### src/rtl/ldst_unit.sv
// Load/store unit: registers the effective address, runs a strobe/ready handshake
// with data memory, bounds stalls with a wait counter and reports via a done pulse.
module ldst_unit #(
    parameter int DW      = 32,
    parameter int AW      = 16,
    parameter int TIMEOUT = 15
) (
    input  logic          clk,
    input  logic          rst_f,
    input  logic          req_valid,
    input  logic          req_we,
    input  logic [DW-1:0] req_base,
    input  logic [AW-1:0] req_offset,
    input  logic [DW-1:0] req_wdata,
    output logic          req_ready,
    output logic          busy,
    output logic [AW-1:0] mem_addr,
    output logic [DW-1:0] mem_wdata,
    output logic          mem_re,
    output logic          mem_we,
    input  logic          mem_ready,
    input  logic [DW-1:0] mem_rdata,
    output logic [DW-1:0] ld_data,
    output logic          done,
    output logic          ld_valid,
    output logic          err
);

    typedef enum logic [1:0] {IDLE, ADDR, ACCESS, DONE} state_t;

    // Last wait-counter value before a stalled access is abandoned.
    localparam logic [7:0] TO_LAST = 8'(TIMEOUT - 1);

    state_t        state_q, state_d;
    logic [7:0]    cnt_q, cnt_d;
    logic          we_q, we_d;
    logic [AW-1:0] mem_addr_q, mem_addr_d;
    logic [DW-1:0] mem_wdata_q, mem_wdata_d;
    logic          mem_re_q, mem_re_d;
    logic          mem_we_q, mem_we_d;
    logic [DW-1:0] ld_data_q, ld_data_d;
    logic          done_q, done_d;
    logic          ld_valid_q, ld_valid_d;
    logic          err_q, err_d;
    logic          req_ready_q, req_ready_d;
    logic          busy_q, busy_d;

    // Upper base bits beyond the address width carry no meaning here.
    logic unused_base_bits;
    assign unused_base_bits = ^req_base;

    always_comb begin
        state_d     = state_q;
        cnt_d       = cnt_q;
        we_d        = we_q;
        mem_addr_d  = mem_addr_q;
        mem_wdata_d = mem_wdata_q;
        mem_re_d    = mem_re_q;
        mem_we_d    = mem_we_q;
        ld_data_d   = ld_data_q;
        done_d      = done_q;
        ld_valid_d  = ld_valid_q;
        err_d       = err_q;
        req_ready_d = req_ready_q;
        busy_d      = busy_q;
        case (state_q)
            IDLE: begin
                if (req_valid) begin
                    state_d     = ADDR;
                    we_d        = req_we;
                    mem_wdata_d = req_wdata;
                    mem_addr_d  = req_base[AW-1:0] + req_offset;
                    req_ready_d = 1'b0;
                    busy_d      = 1'b1;
                end
            end
            ADDR: begin
                state_d  = ACCESS;
                mem_re_d = !we_q;
                mem_we_d = we_q;
            end
            ACCESS: begin
                // A ready on the final allowed cycle still completes normally.
                if (mem_ready) begin
                    if (!we_q) ld_data_d = mem_rdata;
                    mem_re_d   = 1'b0;
                    mem_we_d   = 1'b0;
                    state_d    = DONE;
                    done_d     = 1'b1;
                    err_d      = 1'b0;
                    ld_valid_d = !we_q;
                end else if (cnt_q < TO_LAST) begin
                    cnt_d = cnt_q + 8'd1;
                end else begin
                    if (!we_q) ld_data_d = '0;
                    mem_re_d   = 1'b0;
                    mem_we_d   = 1'b0;
                    state_d    = DONE;
                    done_d     = 1'b1;
                    err_d      = 1'b1;
                    ld_valid_d = 1'b0;
                end
            end
            DONE: begin
                state_d     = IDLE;
                cnt_d       = '0;
                done_d      = 1'b0;
                ld_valid_d  = 1'b0;
                err_d       = 1'b0;
                req_ready_d = 1'b1;
                busy_d      = 1'b0;
            end
            default: state_d = IDLE;
        endcase
    end

    always_ff @(posedge clk) begin
        if (!rst_f) begin
            state_q     <= IDLE;
            cnt_q       <= '0;
            we_q        <= 1'b0;
            mem_addr_q  <= '0;
            mem_wdata_q <= '0;
            mem_re_q    <= 1'b0;
            mem_we_q    <= 1'b0;
            ld_data_q   <= '0;
            done_q      <= 1'b0;
            ld_valid_q  <= 1'b0;
            err_q       <= 1'b0;
            req_ready_q <= 1'b1;
            busy_q      <= 1'b0;
        end else begin
            state_q     <= state_d;
            cnt_q       <= cnt_d;
            we_q        <= we_d;
            mem_addr_q  <= mem_addr_d;
            mem_wdata_q <= mem_wdata_d;
            mem_re_q    <= mem_re_d;
            mem_we_q    <= mem_we_d;
            ld_data_q   <= ld_data_d;
            done_q      <= done_d;
            ld_valid_q  <= ld_valid_d;
            err_q       <= err_d;
            req_ready_q <= req_ready_d;
            busy_q      <= busy_d;
        end
    end

    assign req_ready = req_ready_q;
    assign busy      = busy_q;
    assign mem_addr  = mem_addr_q;
    assign mem_wdata = mem_wdata_q;
    assign mem_re    = mem_re_q;
    assign mem_we    = mem_we_q;
    assign ld_data   = ld_data_q;
    assign done      = done_q;
    assign ld_valid  = ld_valid_q;
    assign err       = err_q;

endmodule
### config.mk
export PLATFORM = sky130hd
export DESIGN_NAME = ldst_unit
export DESIGN_NICKNAME = d
export VERILOG_FILES = /design/src/rtl/ldst_unit.sv
export SDC_FILE = /design/constraint.sdc
export NUM_CORES = 1
export LEC_CHECK = 0
export ABC_AREA = 1
export CAP_MARGIN = 10
export CORE_UTILIZATION = 43
export DETAILED_ROUTE_END_ITERATION = 12
export PLACE_DENSITY = 0.81
export SYNTH_ARGS = -nofsm -noshare
export SYNTH_HDL_FRONTEND = slang
export SYNTH_SLANG_ARGS = --single-unit
### constraint.sdc
create_clock -name clk -period 1.8 [get_ports clk]
set_input_delay 0.27 -clock clk [delete_from_list [all_inputs] [get_ports clk]]
set_output_delay 0.27 -clock clk [all_outputs]
set_load 0.01 [all_outputs]
### Word level (Yosys, flattened, before mapping)

Index checks and enable logic that the tools add are counted.
Widths: inputs -> output; s select.

* register bits after elaboration: 98
* input bits: 117
* output and inout port bits: 87
* logic and storage cells: 63

* $add $sub $neg: 2
* order comparisons: 1
* eq/ne operators: 8
* mux-type cells: 26
* bitwise logic cells: 1
* reduce and logical (&&, ||, !) cells: 12

Operator list (count)
* $mux 32: 4
* $add 16x16->16: 1
* $mux 8: 2
* $pmux 8 s2: 1
* $pmux 1 s2: 7
* $reduce_and 2->1: 5
* $add 8x1->8 const B: 1
* $lt 8x4->1 const B: 1
* $mux 1: 8
* $ne 2x2->1 const B: 4
* $pmux 2 s4: 1
* $mux 2: 3
* $reduce_and 3->1: 2
* $reduce_bool 2->1: 3
* $eq 2x2->1 const B: 2
* $ne 3x3->1 const B: 1
* $eq 2x1->1 const B: 1
* $logic_not 2->1: 1
* $logic_not 1->1: 1
* $not 1->1: 1

### Depth between registers and ports, before layout

Gate-level depths: netlist of run 1.

* word-level depth: 4
* gate-level depth with buffers: 12
* mapped depth without buffers: 12

### Worst setup path after synthesis of run 1

No wires, ideal clock.

* path type: input port to flip-flop
* start point: input port req_base[0]
* end point: register mem_addr_q[14], in the netlist mem_addr[14]
* library setup time: 109 ps
* data arrival time: 1500 ps
* data required time: 1691 ps
* path slack: 191 ps
* stages: 12
* path buffers: 0
* cells stage by stage: ha_1 fa_1 nand3_1 nand2_1 nand2_1 nand2_1 nand2_1 nand2_1 nand2_1 nand3_1 nand2_1 inv_1

* cells in the longest elaborated chain, start to end: 1

RTL lines
* start, declared: RTL line 12 `input logic [DW-1:0] req_base,`
* $add 16x16->16: RTL line 72 `mem_addr_d = req_base[AW-1:0] + req_offset;`
* end signal, assigned: RTL line 136 `mem_addr_q <= mem_addr_d;`
* end, declared: RTL line 37 `logic [AW-1:0] mem_addr_q, mem_addr_d;`

No other way between the ends.
A chain may end at the register's enable or synchronous reset.

### Worst setup path in the final report of run 1

* start point: input port req_base[1]
* end point: register mem_addr_q[13], in the netlist mem_addr[13]

Same word-level chain as after synthesis.

==> results of run 1 <==
==> per-stage QoR <==
stage / power [µW] / std cells / instance area [µm²] / setup slack [ps] / utilization [%]
2_1_floorplan: 4660 / 645 / 4750 / 191 / -
3_3_place_gp: 6050 / 966 / 6850 / -311 / 63.5
3_5_place_dp: 6180 / 966 / 6850 / -422 / 63.5
4_1_cts: 7510 / 981 / 7030 / 17.3 / 65.1
5_1_grt: 7950 / 981 / 7050 / -21.9 / 65.3
6_report: 7450 / 981 / 7050 / 71.0 / 65.3
==> cell usage after synthesis (all sizes together) <==
cell    instances  area [µm²]
clkinv          2        7.51
o21ai          42         210
buf             7        77.6
o211ai          3        22.5
inv            62         235
and3            1        6.26
nor3            3        15.0
nand3          37         185
dfxtp          98        1960
nor2          103         389
a21oi          57         364
xor2            5        43.8
nand2         136         597
ha             19         238
or2             1        6.26
nor3b           3        22.5
fa              1        20.0
nand4          35         219
clkbuf         27         103
xnor2           3        26.3
==> timing repair <==
item	CTS	global route
resized for setup	1	7
hold endpoints to repair	0	0
setup endpoints to repair	2	7
hold buffers	0	0
==> layout make-up <==
type | instances | area (µm²) | share of cell area [%]
repair buffers | 215 | 2110 | 29.9
multi-input cells | 449 | 2390 | 33.9
well taps | 140 | 175 | 2.49
flip-flops and latches | 98 | 1960 | 27.8
inverters | 64 | 243 | 3.44
clock buffers | 9 | 124 | 1.76
clock inverters | 6 | 48.8 | 0.692
==> worst max-delay path: stages <==
cell,delay [ps]
clkdlybuf4s50_1,460
buf_4,160
ha_1,280
nand2_1,50
nand2_1,130
nand3_1,110
nand2_1,140
nand2_1,100
nand3_1,90
nand2_1,50
nor2_1,100
nor2_1,40
==> per-layer routing <==
metal,up-vias,GRT usage (%)
met5,-,0
met4,0,8.32
met3,22,6.32
met2,205,41.3
met1,2269,25.8
li1,2478,-
==> power by group through the flow <==
stage	combinational [µW]	sequential [µW]	clock, µW
5_1_grt	3600	2930	1420
3_5_place_dp	3260	2930	0
6_report	3270	2880	1300
2_1_floorplan	1560	3100	0
3_3_place_gp	3150	2910	0
4_1_cts	3270	2880	1350
==> state kept, by name, summed over array words and instances, names as in the netlist, 2 cells and up <==
signal and count:
cnt_q 8, ld_data 32, mem_addr 16, mem_wdata 32, state_q 2
==> kinds of logic (layout without fill, tap and decap cells) <==
group,count (synthesis),in the layout
and+or+nand+nor,319,319
AOI/OAI and AO/OA,102,102
DFF,98,98
buffers and inverters,98,294
adders and majority gates,20,20
xor gates and xnor gates,8,8
==> path summary, 6_finish.rpt <==
path | endpoint | from
max reg2reg | ld_data[7]$_SDFFE_PN0P_ | state_q[0]$_SDFFE_PN0P_
min | ld_data[23]$_SDFFE_PN0P_ | ld_data[23]$_SDFFE_PN0P_
min reg2reg | ld_data[23]$_SDFFE_PN0P_ | ld_data[23]$_SDFFE_PN0P_
max | mem_addr[13]$_SDFFE_PN0P_ | req_base[1]
==> cells in the final DEF (no fill, tap or decap), types with 2 or more instances in the layout <==
cell / count
xnor2_1: 3
nor3_1: 3
o21ai_0: 41
clkbuf_8: 9
nand4_1: 35
a21oi_2: 22
nand2_1: 107
dfxtp_1: 98
inv_2: 2
clkinv_1: 2
clkinvlp_4: 3
o211ai_1: 3
a21oi_1: 35
clkdlybuf4s50_1: 187
inv_6: 3
nand2_4: 2
nor3b_1: 3
buf_4: 26
buf_12: 2
nand3_1: 36
ha_1: 18
inv_1: 59
xor2_1: 5
nor2_1: 102
nand2_2: 26
==> impl_metrics.tcl, run 1 <==
set metrics [dict create \
    pwr-share-comb_pct 43.9 \
    min_path_cells 2 \
    yosys.area_share.simple_pct 30.3 \
    yosysWarnings 0 \
    hold_viol 0 \
    p_clk_share_pct 17.5 \
    tns_ps 0 \
    drt-pass1-iter-count 5 \
    finalCritPeriodShare_pct 96.1 \
    end_kind "register" \
    grt_pass1_wl_um 21500 \
    clk_latency_ps 360 \
    start_kind "input pin" \
    grt_remaining_overflow 0 \
    required_ps 2050 \
    antenna_cells 0 \
    die_x_um 107 \
    hold_path.class "reg2reg" \
    swShare_pct 37.2 \
    syn_to_final_growth_pct 48.4 \
    dp_hpwl_um 9810 \
    synth_compound_area_share_pct 12.6 \
    clkTransAtPathRegs_ps 90 \
    grt_pass1_vias 4874 \
    num_rows 38 \
    ys_ff_latch 98 \
    sequentialPowerShare_pct 38.7 \
    synth-xor-area-share_pct 1.48 \
    core_area_mm2 0.0108 \
    ys_types 32 \
    vias_per_cell 5.07 \
    min_period_ps 1730 \
    p_int_uw 4680 \
    cts_buffers 9 \
    cts_tree "built" \
    worst_clock_skew_ps 17.1 \
    synthAdderAreaFrac_pct 5.43 \
    antenna_found_initial 0 \
    cts.sinks 98 \
    num-nets-final 974 \
    maxCapViolCount 0 \
    power_leakage_uw 0.00295 \
    rsz0062_at_grt "true" \
    cts.htree.levels 3 \
    rrSetupSlack_ps 190 \
    syn_inst 645 \
    drt-met1-wl_um 5330 \
    highest-signal-layer "met4" \
    syn_area_mm2 0.00475 \
    critPathMaxFanout 3 \
    cts_setup_buffers 0 \
    path_class "in2reg" \
    worst_slew_pin_slew_ps 361 \
    power_switching_uw 2770 \
    wl_met2_um 6560 \
    fill_cells 946 \
    finalWirelength_um 13200 \
    syn_nets 782 \
    grt_max_degree 37 \
    whs_ps 468 \
    vias 4974 \
    drive_gt1_share_pct 12.1 \
    start_util_pct 44.0 \
    wl_per_cell_um 13.5 \
    synth_top_family_by_area "simple AND/OR/NAND/NOR gates" \
    antenna_left 0 \
    drv_slew 0 \
    place.gp.congestion 0.846 \
    io_pins 204 \
    grt_usage_pct 23.0 \
    drt_iter0_drc 330 \
    drc 0 \
    critPathArrivalTime_ps 1980 \
    muxShareOfSynthArea_pct 0 \
    dieArea_mm2 0.0115 \
    p_per_area_mw_per_mm2 1060 \
    maxSlewHeadroom_pct 75.9 \
    wl_met3_um 1100 \
    syn_avg_cell_area_um2 7.36 \
    setup_viol 0 \
    fp.dieH_um 107 \
    ys_seq_area_share_pct 41.3 \
    root_buffer "clkbuf_8" \
    status "finished, final reports clean" \
    port_buffers 187 \
    cts_max_path_buffers 2 \
    peakVddDrop_v 0.000585 \
    fmax_mhz 578 \
    worstRegToRegCells 5 \
]
Note: power is estimated with default switching activity, not from simulation.
==> run 2: changes to the inputs <==
CORE_ASPECT_RATIO = 1.5   (was unset)
CORE_MARGIN = 1   (was unset)
==> impl_metrics.tcl, run 2 (synthesis gave the netlist of run 1 again) <==
set metrics [dict create \
    antenna_found_initial 0 \
    clk_latency_ps 340 \
    drt-pass1-iter-count 4 \
    syn_to_final_growth_pct 52.8 \
    drv_slew 0 \
    dieArea_mm2 0.0115 \
    path_class "in2reg" \
    dp_hpwl_um 10300 \
    clkTransAtPathRegs_ps 60 \
    grt_pass1_vias 4679 \
    hold_path.class "reg2reg" \
    wl_per_cell_um 14.1 \
    finalWirelength_um 13900 \
    drt_iter0_drc 187 \
    crit_top_cell "nand2_1" \
    rr_startpoint "state_q[1]$_SDFFE_PN0P_" \
    io_pins 204 \
    power_leakage_uw 0.00304 \
    antenna_cells 0 \
    fp.dieH_um 131 \
    grt_usage_pct 23.5 \
    critPathMaxFanout 3 \
    p_per_area_mw_per_mm2 1120 \
    reg2reg_to "mem_addr[4]$_SDFFE_PN0P_" \
    rsz0062_at_grt "true" \
    setup_viol 0 \
    root_buffer "clkbuf_16" \
    min_path_cells 2 \
    cts_max_path_buffers 2 \
    holdPathEnd "mem_re$_SDFFE_PN0P_" \
    port_buffers 187 \
    core_area_mm2 0.0106 \
    critPathMaxStageDelay_ps 520 \
    place.gp.congestion 0.917 \
    finalCritPeriodShare_pct 96.3 \
    min_period_ps 1730 \
    place_inst 971 \
    cts_tree "built" \
    cp_slowest_cell "clkdlybuf4s50_1" \
    die_x_um 87.8 \
    worst_slack_ps 66.9 \
    hold_viol 0 \
    antenna_left 0 \
    final_cell_mix "186 x clkdlybuf4s50_1, 106 x nand2_1, 102 x nor2_1" \
    worstRegToRegCells 9 \
    grt_pass1_wl_um 21100 \
    drc 0 \
    start_kind "input pin" \
    peakVddDrop_v 0.000487 \
    fin_cells 988 \
    crit_path_cell_trace "clkdlybuf4s50_1 -> ha_4 -> or2_2 -> nand3_1 -> nand2_2 -> nand2_1 -> nand2_1 -> nand2_1 -> nand3_1 -> nand2_1 -> inv_1" \
    worst_clock_skew_ps 8.43 \
    grt_remaining_overflow 0 \
    cts_buffers 9 \
    drive_gt1_share_pct 12.9 \
    fin_area_mm2 0.00726 \
    postCtsHoldBufs 0 \
    required_ps 2040 \
    worst_slew_pin_slew_ps 363 \
    dp_slack_ps -436 \
    tns_ps 0 \
    critPathArrivalTime_ps 1970 \
    cts.sinks 98 \
    maxSlewHeadroom_pct 75.8 \
    worstHoldStart "mem_re$_SDFFE_PN0P_" \
    status "finished, final reports clean" \
    rrSetupSlack_ps 310 \
    final_util_pct 68.2 \
    placed_area_mm2 0.00688 \
    cts.htree.levels 3 \
    grt_max_degree 52 \
    start_util_pct 44.6 \
    fill_cells 874 \
    layout_commonest_cell "clkdlybuf4s50_1" \
    vias_per_cell 5.01 \
    num_rows 46 \
    maxCapViolCount 0 \
    end_kind "register" \
    vias 4954 \
    num-nets-final 977 \
    fmax_mhz 577 \
]
[run 2: cell types whose count changed in the layout (fill, tap and decap cells not counted), sizes merged]
cell,previous run,this run
buf,28,31
inv,65,62
clkinv,2,4
bufinv,0,1
clkbuf,9,10
clkdlybuf4s50,187,186
clkinvlp,3,2
dlymetal6s2s,0,1
[run 2: how the worst max path moves through the flow]
stage / start / to / slack [ps] / cells past startpoint
2_1_floorplan: req_base[0] / mem_addr[14]$_SDFFE_PN0P_ / 190 / 12
3_3_place_gp: req_base[0] / mem_addr[14]$_SDFFE_PN0P_ / -380 / 13
3_5_place_dp: req_base[0] / mem_addr[14]$_SDFFE_PN0P_ / -440 / 13
4_1_cts: req_base[0] / mem_addr[14]$_SDFFE_PN0P_ / 20 / 13
5_1_grt: req_offset[0] / mem_addr[14]$_SDFFE_PN0P_ / -30 / 13
6_report: req_base[2] / mem_addr[9]$_SDFFE_PN0P_ / 70 / 11
[run 2: timing repair]
item                       CTS  global route
setup buffers                0             2
pin swaps                    0             3
gates resized for setup      2            13
setup endpoints to repair    4             8
[run 2: power breakdown]
part           switching [µW]  internal, µW
combinational            1740          1570
clock                     792          1100
sequential                258          2630
[run 2: worst max-delay path, delay by kind of cell]
family | cells | cell delay, ps
adders and majority gates | 1 | 230
and+or+nand+nor | 8 | 910
buffers and inverters | 2 | 550
[run 2: stage by stage]
| stage | power, µW | hold WS (ps) |
|---|---|---|
| finish | 8090 | 460 |
| global placement | 6090 | 449 |
| detailed placement | 6210 | 452 |
| global route | 8580 | 485 |
| CTS | 8120 | 462 |
| floorplan | 4660 | 408 |
[run 2: layout make-up]
class	instances	area, µm²	share of cell area (%)
Sequential cell	98	1960	27.0
Timing Repair Buffer	218	2140	29.6
Clock buffer	10	239	3.29
Multi-Input combinational cell	449	2430	33.5
Tap cell	144	180	2.48
Clock inverter	5	55.1	0.759
Inverter	64	243	3.34
[run 2: layer usage]
| metal | global-route usage [%] | up-vias | part of all wire (%) |
|---|---|---|---|
| li1 | - | 2485 | - |
| met1 | 23.3 | 2295 | 37 |
| met2 | 46.0 | 152 | 55 |
| met3 | 4.08 | 22 | 5.6 |
| met4 | 11.2 | 0 | 2.3 |
| met5 | 0 | - | 0 |
==> run 3: changes to the inputs <==
CAP_MARGIN = 25   (was 10)
SKIP_LAST_GASP = 1   (was unset)
==> results of run 3 <==
Final layout, timing and power as in run 2 (identical DEF).
